<file path="config.mk">
export PLATFORM = sky130hd
export DESIGN_NAME = tff_scoreboard
export DESIGN_NICKNAME = d
export VERILOG_FILES = /design/src/rtl/tff_sb_pkg.sv /design/src/rtl/sat_counter.sv /design/src/rtl/tff_scoreboard.sv
export SDC_FILE = /design/constraint.sdc
export NUM_CORES = 1
export LEC_CHECK = 0
export CAP_MARGIN = 20
export CORE_MARGIN = 5
export CORE_UTILIZATION = 55
export CTS_BUF_LIST = sky130_fd_sc_hd__clkbuf_8
export DETAILED_ROUTE_END_ITERATION = 16
export DONT_BUFFER_PORTS = 1
export GPL_TIMING_DRIVEN = 0
export PLACE_DENSITY_LB_ADDON = 0.05
export SYNTH_ARGS = -nofsm -noshare
export SYNTH_HDL_FRONTEND = slang
export SYNTH_SLANG_ARGS = --single-unit
</file>
<file path="constraint.sdc">
create_clock -name clk -period 2.7 [get_ports clk]
set_clock_uncertainty 0.2 [all_clocks]
set_input_delay 0.27 -clock clk [delete_from_list [all_inputs] [get_ports clk]]
set_output_delay 0.27 -clock clk [all_outputs]
set_load 0.03 [all_outputs]
</file>
<file path="src/rtl/tff_sb_pkg.sv">
// Shared definitions for the T flip-flop scoreboard.
//   sb_state_t   : scoreboard FSM encoding, also driven out on the state port
//   next_model() : one clock edge of the reference T flip-flop
//                  (active-low reset > set > toggle > hold)
package tff_sb_pkg;

  typedef enum logic [1:0] {
    ST_IDLE  = 2'd0,
    ST_SYNC  = 2'd1,
    ST_CHECK = 2'd2,
    ST_FAIL  = 2'd3
  } sb_state_t;

  function automatic logic next_model(input logic m, input logic rst_n,
                                      input logic set, input logic t);
    logic r;
    if (!rst_n) begin
      r = 1'b0;
    end else if (set) begin
      r = 1'b1;
    end else if (t) begin
      r = ~m;
    end else begin
      r = m;
    end
    return r;
  endfunction

endpackage

</file>
<file path="src/rtl/sat_counter.sv">
// Saturating up-counter used for the scoreboard statistics.
//   clk : clock
//   clr : synchronous clear, wins over inc
//   inc : count one event this edge
//   cnt : current count, sticks at all-ones instead of wrapping
module sat_counter #(
  parameter int CW = 16
) (
  input  logic          clk,
  input  logic          clr,
  input  logic          inc,
  output logic [CW-1:0] cnt
);

  always_ff @(posedge clk) begin
    if (clr) begin
      cnt <= '0;
    end else if (inc && (cnt != '1)) begin
      cnt <= cnt + CW'(1);
    end
  end

endmodule

</file>
<file path="src/rtl/tff_scoreboard.sv">
// Self-checking monitor for a T flip-flop. It samples the same t/set/reset
// stimulus the flip-flop sees, runs a cycle-accurate reference bit, and
// compares it against the flip-flop's q/qbar each clock.
//   clk, reset        : clock, synchronous active-high scoreboard reset
//   enable            : 1 arms checking, 0 returns to IDLE (not from FAIL)
//   dut_reset/set/t   : stimulus as driven to the flip-flop
//   dut_q, dut_qbar   : flip-flop outputs under test
//   mismatch          : registered one-cycle pulse for a failed compare
//   error             : sticky, set on the first mismatch
//   err_count, check_count, toggle_count : saturating statistics
//   first_err_cycle   : check_count value (including that compare) at the
//                       first mismatch
//   state             : 0 IDLE, 1 SYNC, 2 CHECK, 3 FAIL
module tff_scoreboard
  import tff_sb_pkg::*;
#(
  parameter int CW          = 16,
  parameter bit STOP_ON_ERR = 1'b0
) (
  input  logic          clk,
  input  logic          reset,
  input  logic          enable,
  input  logic          dut_reset,
  input  logic          dut_set,
  input  logic          dut_t,
  input  logic          dut_q,
  input  logic          dut_qbar,
  output logic          mismatch,
  output logic          error,
  output logic [CW-1:0] err_count,
  output logic [CW-1:0] check_count,
  output logic [CW-1:0] toggle_count,
  output logic [CW-1:0] first_err_cycle,
  output logic [1:0]    state
);

  sb_state_t     state_q, state_d;
  logic          model_q, model_d;
  logic          valid_q, valid_d;
  logic          mismatch_q, error_q;
  logic [CW-1:0] first_q, first_d;
  logic          compare, fail, toggle_hit;
  logic [CW-1:0] check_next;

  // A compare is only meaningful once the model has been aligned to the
  // flip-flop for a full cycle in CHECK; valid_q carries that qualification.
  assign compare    = (state_q == ST_CHECK) && valid_q;
  assign fail       = compare && ((dut_q != model_q) || (dut_qbar == dut_q));
  assign toggle_hit = (state_q == ST_CHECK) && dut_reset && !dut_set && dut_t;

  // check_count as it will read after this compare is counted.
  assign check_next = (check_count == '1) ? check_count : check_count + CW'(1);

  always_comb begin
    state_d = state_q;
    case (state_q)
      ST_IDLE: begin
        if (enable) state_d = ST_SYNC;
      end
      ST_SYNC: begin
        if (!enable)        state_d = ST_IDLE;
        else if (!dut_reset) state_d = ST_CHECK;
      end
      ST_CHECK: begin
        // A failing compare still counts when enable drops on the same edge.
        if (fail && STOP_ON_ERR) state_d = ST_FAIL;
        else if (!enable)        state_d = ST_IDLE;
      end
      ST_FAIL: begin
        state_d = ST_FAIL;
      end
      default: begin
        state_d = ST_IDLE;
      end
    endcase
  end

  always_comb begin
    model_d = model_q;
    if ((state_q == ST_SYNC) || (state_q == ST_CHECK)) begin
      model_d = next_model(model_q, dut_reset, dut_set, dut_t);
    end
    valid_d = (state_q == ST_CHECK) && (state_d == ST_CHECK);
    first_d = first_q;
    if (fail && !error_q) begin
      first_d = check_next;
    end
  end

  always_ff @(posedge clk) begin
    if (reset) begin
      state_q    <= ST_IDLE;
      model_q    <= 1'b0;
      valid_q    <= 1'b0;
      mismatch_q <= 1'b0;
      error_q    <= 1'b0;
      first_q    <= '0;
    end else begin
      state_q    <= state_d;
      model_q    <= model_d;
      valid_q    <= valid_d;
      mismatch_q <= fail;
      error_q    <= error_q | fail;
      first_q    <= first_d;
    end
  end

  // In FAIL no compares happen and toggle_hit is low, so all three freeze.
  sat_counter #(.CW(CW)) u_check_cnt (
    .clk (clk),
    .clr (reset),
    .inc (compare),
    .cnt (check_count)
  );

  sat_counter #(.CW(CW)) u_err_cnt (
    .clk (clk),
    .clr (reset),
    .inc (fail),
    .cnt (err_count)
  );

  sat_counter #(.CW(CW)) u_toggle_cnt (
    .clk (clk),
    .clr (reset),
    .inc (toggle_hit),
    .cnt (toggle_count)
  );

  assign mismatch        = mismatch_q;
  assign error           = error_q;
  assign first_err_cycle = first_q;
  assign state           = state_q;

endmodule

</file>
Word-level counts from Yosys, hierarchy flattened. Index checks and enable logic that the tools add are counted.

Add/subtract/negate cells: 3. Multiply operators: 0. Div/mod/pow operators: 0. $lt $le $gt $ge: 0. Eq/ne operators: 11. Shift operators: 0. Mux-type cells: 9. Bitwise operators: 2. Reduce and logical (&&, ||, !) cells: 16.

Operator list (number): 16-bit by 1-bit adder with 16-bit output, second input constant (3); 16-bit != test, second input constant (3); 16-bit equality test, second input constant (1); 16-bit 2-to-1 mux (1); 1-bit logical AND (10); 2-bit 2-to-1 mux (4); 2-bit one-hot mux with 4 select lines (1); 2-bit equality test, second input constant (3); 1-bit 2-to-1 mux (3); 3-bit by 1-bit != test with 1-bit output, second input constant (1); 2-bit by 1-bit equality test with 1-bit output, second input constant (1); 1-bit logical NOT (2); 2-bit logical NOT (1); 1-bit logical OR (2); 2-bit AND reduction (1); 1-bit equality test (1); 1-bit != test (1); 1-bit inverter (1); 1-bit bitwise OR (1).

Flip-flop bits (word level): 70. Latch bits: 0. Memory bits (writable): 0. Bits in read-only memories: 0. Input port bits: 8. Output and inout port bits: 68. Word-level logic and storage cells: 50. Memories: 0.

Logic depth before layout (Yosys ltp).
Depth after elaboration: 5. Mapped depth: 9. Mapped depth without buffers: 6.

Hierarchy. Synthesis repeated with hierarchy kept, for this count alone.

Cells, all modules: 453. Area total of the unflattened synthesis: 3827.4 um^2.

Modules (own cells, without submodules): sat_counter (times used 3, cells each 99, area each 848.3 um^2, seq. area each 320.3 um^2); tff_scoreboard (times used 1, cells each 156, area each 1282.5 um^2, seq. area each 440.4 um^2).

Worst setup path before layout. Ideal clock, no wire load.

Path kind: register -> register. Start: register u_check_cnt.cnt[1]. End: register u_check_cnt.cnt[12]. Library setup time: 121 ps. Arrival: 2186 ps. Required time: 2379 ps. Slack: 193 ps. Stages on the path, launching flop included: 6. Path buffers: 0. Period minus slack after synthesis: 2507 ps. Cells stage by stage: dfxtp_1 ha_1 nand3_1 or4_1 a211oi_1 mux2_2.

Cells in the longest elaborated chain, start to end: 2. Elaborated cells on any way between the ends: 3. Classes of those cells: add/sub (1); eq/ne (1); reduce/logical (1).

Ends and longest elaborated chain: start, declared (RTL line sat_counter.sv:12) `output logic [CW-1:0] cnt`; start signal, assigned (RTL line sat_counter.sv:19) `cnt <= cnt + CW'(1);`; branches (longest 2 deep; another with 16-bit by 1-bit adder with 16-bit output).

Several ways; the timed one is not identified. A chain may end at the register's enable or synchronous reset.

Final worst setup path.
Start: register u_check_cnt.cnt[0]. End: register u_check_cnt.cnt[15].

Same word-level chain as after synthesis.

==> results_dict.tcl <==
set metrics [dict create \
    antennaDiodeCount 0 \
    io_pins 76 \
    cts_root_buffer "clkbuf_8" \
    viasPerCell 6.41 \
    start_util_pct 55.8 \
    cts_tree "built" \
    antenna_found_initial 0 \
    end_kind "flip-flop" \
    yosysUniqueCellTypes 50 \
    syn-cell-area_um2 3730 \
    drt_iter0_markers 116 \
    place_area_um2 3830 \
    required_ns 2.76 \
    start_kind "flip-flop" \
    rsz0062_at_grt "yes" \
    tightest_slew_ns 0.655 \
    drive_gt1_share_pct 14.3 \
    dp.final_hpwl_mm 6.92 \
    port_buffers 0 \
    finalHoldViolCount 0 \
    combPwrFrac_pct 3.3 \
    clkSlewWorstSetupHoldPaths_ns 0.07 \
    synth_edf_count 0 \
    switchingPower_uw 419 \
    path_max_fanout 10 \
    yosysSeqAreaShare_pct 37.6 \
    crit_arrival_ns 2.67 \
    wl_met2_mm 4.51 \
    hold_ws_ns 0.0131 \
    first_pass_iters 4 \
    power_leakage_nw 1.35 \
    routed_wl_mm 9.60 \
    cap_viol_max_count 0 \
    synth_top_area_share_pct 37.6 \
    crit_type "flip-flop to flip-flop" \
    finalCritPeriodShare_pct 97.0 \
    overflow 0 \
    hold_path_class "input pin to flip-flop" \
    grt_pass1_vias 3197 \
    fillers 614 \
    worst_path_largest_cell_delay_ns 0.56 \
    vdd_drop_max_v 0.000210 \
    synth.most_common_cell "dfxtp_1" \
    worst_slack_ns 0.0817 \
    synthCells 435 \
    drv_slew 0 \
    worst_path_max_delay_cell "nor4_2" \
    vias 3427 \
    power.density_nw_per_um2 456 \
    place_ws_ns -0.0881 \
    fp-row-count 30 \
    clock_latency_ns 0.35 \
    cp_cell_sequence "ha_2 -> nand3_1 -> nor4_2 -> buf_4 -> a21oi_1 -> a311oi_1" \
    top_layer_used "met4" \
    grt_pass1_wl_mm 15.6 \
    cts_inserted_buffers 9 \
    relSlewSlack_pct 55.9 \
    die_height_um 92.4 \
    coreArea_um2 6680 \
    dieArea_um2 8530 \
    final_nets 468 \
    area_growth_syn_to_layout_pct 9.76 \
    ant_nets 0 \
    ys_seq_elements 70 \
    gp_congestion 0.862 \
    grt_max_degree 11 \
    htreeDepth 3 \
    place_inst 515 \
    grtUsageTotal_pct 22.7 \
    clock_power_share_pct 40.9 \
    wl_met3_um 783 \
    finalSetupViolations 0 \
    fin_area_um2 4090 \
    wl_met1_mm 4.10 \
    status "completed" \
    die_w_um 92.4 \
    synth_nets 451 \
    drc_errors 0 \
    switching_share_pct 22.4 \
    clk_path_buf_depth 2 \
    synth_common_cells "dfxtp_1 (70), nor2_1 (44), a21oi_1 (30)" \
    wl_per_cell_um 17.9 \
    seqPwrFrac_pct 55.7 \
    yosysWarnings 0 \
    p_int_mw 1.45 \
    async_flop_share_pct 0 \
    final_util_pct 61.3 \
    synth_top_area_cell "dfxtp_1" \
    clock.fmax_mhz 382 \
    avgSynthCellArea_um2 8.57 \
    layout.cells.non_filler 535 \
    period_needed_ns 2.62 \
    synth_area_leaders "dfxtp_1 (38%), mux2_2 (6.6%), a211oi_1 (4.4%)" \
    cts_sinks 70 \
    synthFlopType "dfxtp_1" \
]
==> cells by family (layout without fill, tap and decap cells) <==
logic type / Yosys count / in the layout / share of synthesized area (%)
multiplexers: 25 / 25 / 7.45
adder cells (fa/ha/maj): 8 / 8 / 2.68
AND/OR/NAND/NOR: 187 / 187 / 28.0
AO/OA/AOI/OAI: 97 / 97 / 17.5
flip-flops: 70 / 70 / 37.6
XOR/XNOR: 12 / 12 / 2.82
buffers and inverters: 36 / 56 / 3.96
==> area by class of cell <==
class	instances	area [um2]	share of cell area, %
sequential	70	1410	34.4
clock buffer	12	165	4.03
timing repair buffer	6	55.1	1.34
multi-input combinational	329	2200	53.9
clock inverter	2	8.76	0.214
tap	80	100	2.44
buffer	22	97.6	2.38
inverter	14	52.6	1.28
==> per-stage QoR <==
stage | setup TNS (ns) | power (mW)
2_1_floorplan | 0 | 1.11
3_3_place_gp | -0.483 | 1.12
3_5_place_dp | -0.992 | 1.12
4_1_cts | 0 | 1.88
5_1_grt | -0.00898 | 1.94
6_report | 0 | 1.87
==> state kept, by name, summed over array words and instances (netlist names) <==
register / cells
u_check_cnt.cnt: 16
error: 1
first_err_cycle: 16
mismatch: 1
valid_q: 1
u_toggle_cnt.cnt: 16
state: 2
model_q: 1
u_err_cnt.cnt: 16
==> what timing repair did <==
item                       CTS  global route
pin swaps                    0             1
buffers inserted             0             2
hold endpoints to repair     5             0
setup endpoints to repair   24            34
hold buffers                 4             0
resized for setup            3            11
==> power groups by stage <==
stage	clock network (mW)	registers [mW]	logic, mW
2_1_floorplan	0	1.06	0.0411
3_3_place_gp	0	1.06	0.0557
3_5_place_dp	0	1.07	0.0572
4_1_cts	0.779	1.04	0.0623
5_1_grt	0.828	1.04	0.0706
6_report	0.764	1.04	0.0624
==> per-layer routing <==
| layer | vias up | GRT usage, % |
|---|---|---|
| li1 | 1666 | - |
| met1 | 1625 | 27.4 |
| met2 | 116 | 36.5 |
| met3 | 20 | 7.23 |
| met4 | 0 | 10.8 |
| met5 | - | 0 |
==> cells in the final DEF (no fill, tap or decap), types with 7 or more instances in the layout <==
master / count
mux2_2: 22
nor4_1: 9
or4_1: 13
clkbuf_8: 12
xnor2_1: 7
nand3_1: 18
nor2b_1: 21
nand2_1: 23
a211oi_1: 22
a21oi_1: 30
clkbuf_1: 13
nand4_1: 16
o21ai_0: 13
inv_1: 15
dfxtp_1: 65
nor2_1: 44
o31ai_1: 8
ha_1: 7
==> path summary, 6_finish.rpt <==
kind,cells past startpoint,startpoint,end,slack (ns)
setup / recovery,6,u_check_cnt.cnt[0],u_check_cnt.cnt[15],0.08
hold / removal,2,dut_t,model_q,0.01
setup reg to reg,6,u_check_cnt.cnt[0],u_check_cnt.cnt[15],0.08
hold reg to reg,2,model_q,model_q,0.34
==> worst max-delay path: cells and delay by family, from the launching register on <==
kind            cells  cell delay (ns)
simple gates        2             0.80
flops               1             0.51
compound gates      2             0.46
fa+ha+maj           1             0.29
buf+inv             1             0.27
(Power assumes the default switching activity.)
==> RTL edit: new RTL, config.mk and constraints unchanged <==
`CW` is set to 16 in 2 places; all go to 17.
--- a/src/rtl/sat_counter.sv
+++ b/src/rtl/sat_counter.sv
@@ -4,7 +4,7 @@
 //   inc : count one event this edge
 //   cnt : current count, sticks at all-ones instead of wrapping
 module sat_counter #(
-  parameter int CW = 16
+  parameter int CW = 17
 ) (
   input  logic          clk,
   input  logic          clr,
--- a/src/rtl/tff_scoreboard.sv
+++ b/src/rtl/tff_scoreboard.sv
@@ -14,7 +14,7 @@
 module tff_scoreboard
   import tff_sb_pkg::*;
 #(
-  parameter int CW          = 16,
+  parameter int CW          = 17,
   parameter bit STOP_ON_ERR = 1'b0
 ) (
   input  logic          clk,
Interface: changed (resized check_count, err_count, first_err_cycle and toggle_count); port bits go from 76 to 80. The function was not compared with the original's and may differ.
==> RTL edit against the unedited design <==
Critical path type unchanged. Sequential cell count up 4. Sequential share of layout area up 2.9 points. Worst setup slack better by 0.025 ns. Non-clock buffer count increased by 8. Via count fell by 8.6%. Cell count down 2.6%. Synthesized area down 2.9%. Routed wire length fell by 9.2%. Power grew 9.2%. Die area fell by 2.6%. Synthesized cell count shrank 3.4%. Cell area grew 1.9%. Largest power group unchanged.
==> RTL edit: results (changes against the unedited design) <==
[power]
leakagePower_nw=1.36  ; +0.74%
peakVddDrop_mv=0.319  ; +52%
internal_power_mw=1.54  ; +6.5%

[setup_path]
r2r_slack_ns=0.11  ; +0.03 ns
critPathMaxFanout=8  ; -2
crit_arrival_ns=2.60  ; -0.07 ns
cp-endpoint=u_check_cnt.cnt[3]
cp-startpoint=u_check_cnt.cnt[9]
r2r_cells=9  ; +3

[routing]
drtPass1Iterations=4  ; unchanged
first_iter_violations=123  ; +6.0%
via_per_inst=6.01  ; -6.2%
routedWlPerCell_um=16.7  ; -6.8%

[run_status]
outcome=finished, final reports clean

[placement]
dp_hpwl_mm=6.24  ; -9.8%
dp_slack_ns=-0.303  ; -0.215 ns
portBuffers=0  ; unchanged
placed_cell_area_um2=3770  ; -1.5%
gp_congestion=0.864  ; +0.21%

[global_routing]
grt_max_degree=13  ; +2
grt_overflow=0  ; unchanged
grt_first_pass_wirelength_mm=14.4  ; -7.4%
grtUsageTotal=0.210  ; -0.0170
grt_pass1_vias=2870  ; -10%

[layout]
fin_nets=459  ; -1.9%
drive_above_1_share=0.196  ; +0.0531

[synth]
yosysSeqAreaShare=0.409  ; +0.0333
synth.top_cells.by_area=dfxtp_1 (41%), xnor2_1 (5.6%), nor2_1 (5.2%)
synthTopCellsByCount=dfxtp_1 (74), nor2_1 (50), a21oi_1 (28), xnor2_1 (23), clkbuf_1 (21)
synth_cell_type_count=44  ; -12%
synth_nets=440  ; -2.4%

[timing]
relSlewSlack=0.637  ; +0.0776

RTL edit: changes by cell type after synthesis, moves of 5 or more:
cell	change
a211oi_1	-5
or3_1	+8
nor2_1	+6
a311oi_1	-5
mux2_2	-21
clkbuf_1	+6
xnor2_1	+16
nor3_1	+6
nor2b_1	-19
xor2_1	+6
RTL edit: how the worst min path moves through the flow:
stage,depth (start not counted),slack (ns),end,startpoint
6_report,3,0.03,state[0],enable
5_1_grt,3,0.04,state[0],enable
4_1_cts,3,0.01,state[0],enable
3_5_place_dp,2,0.30,model_q,model_q
3_3_place_gp,2,0.29,model_q,model_q
2_1_floorplan,2,0.27,model_q,model_q
RTL edit: layer usage:
metal	vias up	GRT usage	part of all wire
met4	0	0.0685	0.018
met3	12	0.0868	0.090
met1	1470	0.282	0.46
li1	1563	-	-
met2	87	0.305	0.43
met5	-	0	0
RTL edit: final cells by class:
class | instances | area (um2)
Buffer | 26 | 160
Clock buffer | 12 | 165
Clock inverter | 4 | 23.8
Fill cell | 546 | 2210
Inverter | 10 | 37.5
Multi-Input combinational cell | 308 | 2040
Sequential cell | 74 | 1560
Tap cell | 77 | 96.3
Timing Repair Buffer | 10 | 87.6
RTL edit: what timing repair did:
item | in CTS | in global routing
setup endpoints to repair | 50 | 51
gates cloned | 0 | 0
gates resized for setup | 26 | 35
pin swaps | 5 | 6
setup buffers | 5 | 0
hold buffers | 5 | 0
endpoints found under the hold margin | 4 | 0
RTL edit: worst max-delay path, stage by stage, from the launching register on:
cell,delay [ns]
dfxtp_2,0.52
nand4_1,0.20
or4_4,0.61
inv_2,0.09
ha_4,0.15
buf_4,0.14
and3b_1,0.23
nand4_1,0.12
xor2_1,0.16
nor2_1,0.05
RTL edit: kinds of logic (layout without fill, tap and decap cells):
logic type | after synthesis | count (layout) | share of synthesized area
xor+xnor | 34 | 34 | 0.0822
compound gates | 78 | 78 | 0.134
buf+inv | 38 | 62 | 0.0425
mux | 8 | 8 | 0.0225
flops | 74 | 74 | 0.409
fa+ha+maj | 12 | 12 | 0.0414
simple gates | 176 | 176 | 0.268
RTL edit: power groups by stage:
| stage | Clock, mW | Sequential (mW) | Combinational [mW] |
|---|---|---|---|
| after global placement | 0 | 1.16 | 0.0983 |
| after floorplan | 0 | 1.15 | 0.0801 |
| after CTS | 0.826 | 1.13 | 0.113 |
| final | 0.805 | 1.12 | 0.114 |
| after detailed placement | 0 | 1.16 | 0.101 |
| after global routing | 0.881 | 1.12 | 0.129 |
RTL edit: metrics by stage:
step / TNS, ns / instances
after floorplan: 0 / 420
after global placement: -6.58 / 497
after detailed placement: -7.72 / 497
after CTS: 0 / 522
after global routing: -0.0106 / 521
final: 0 / 521
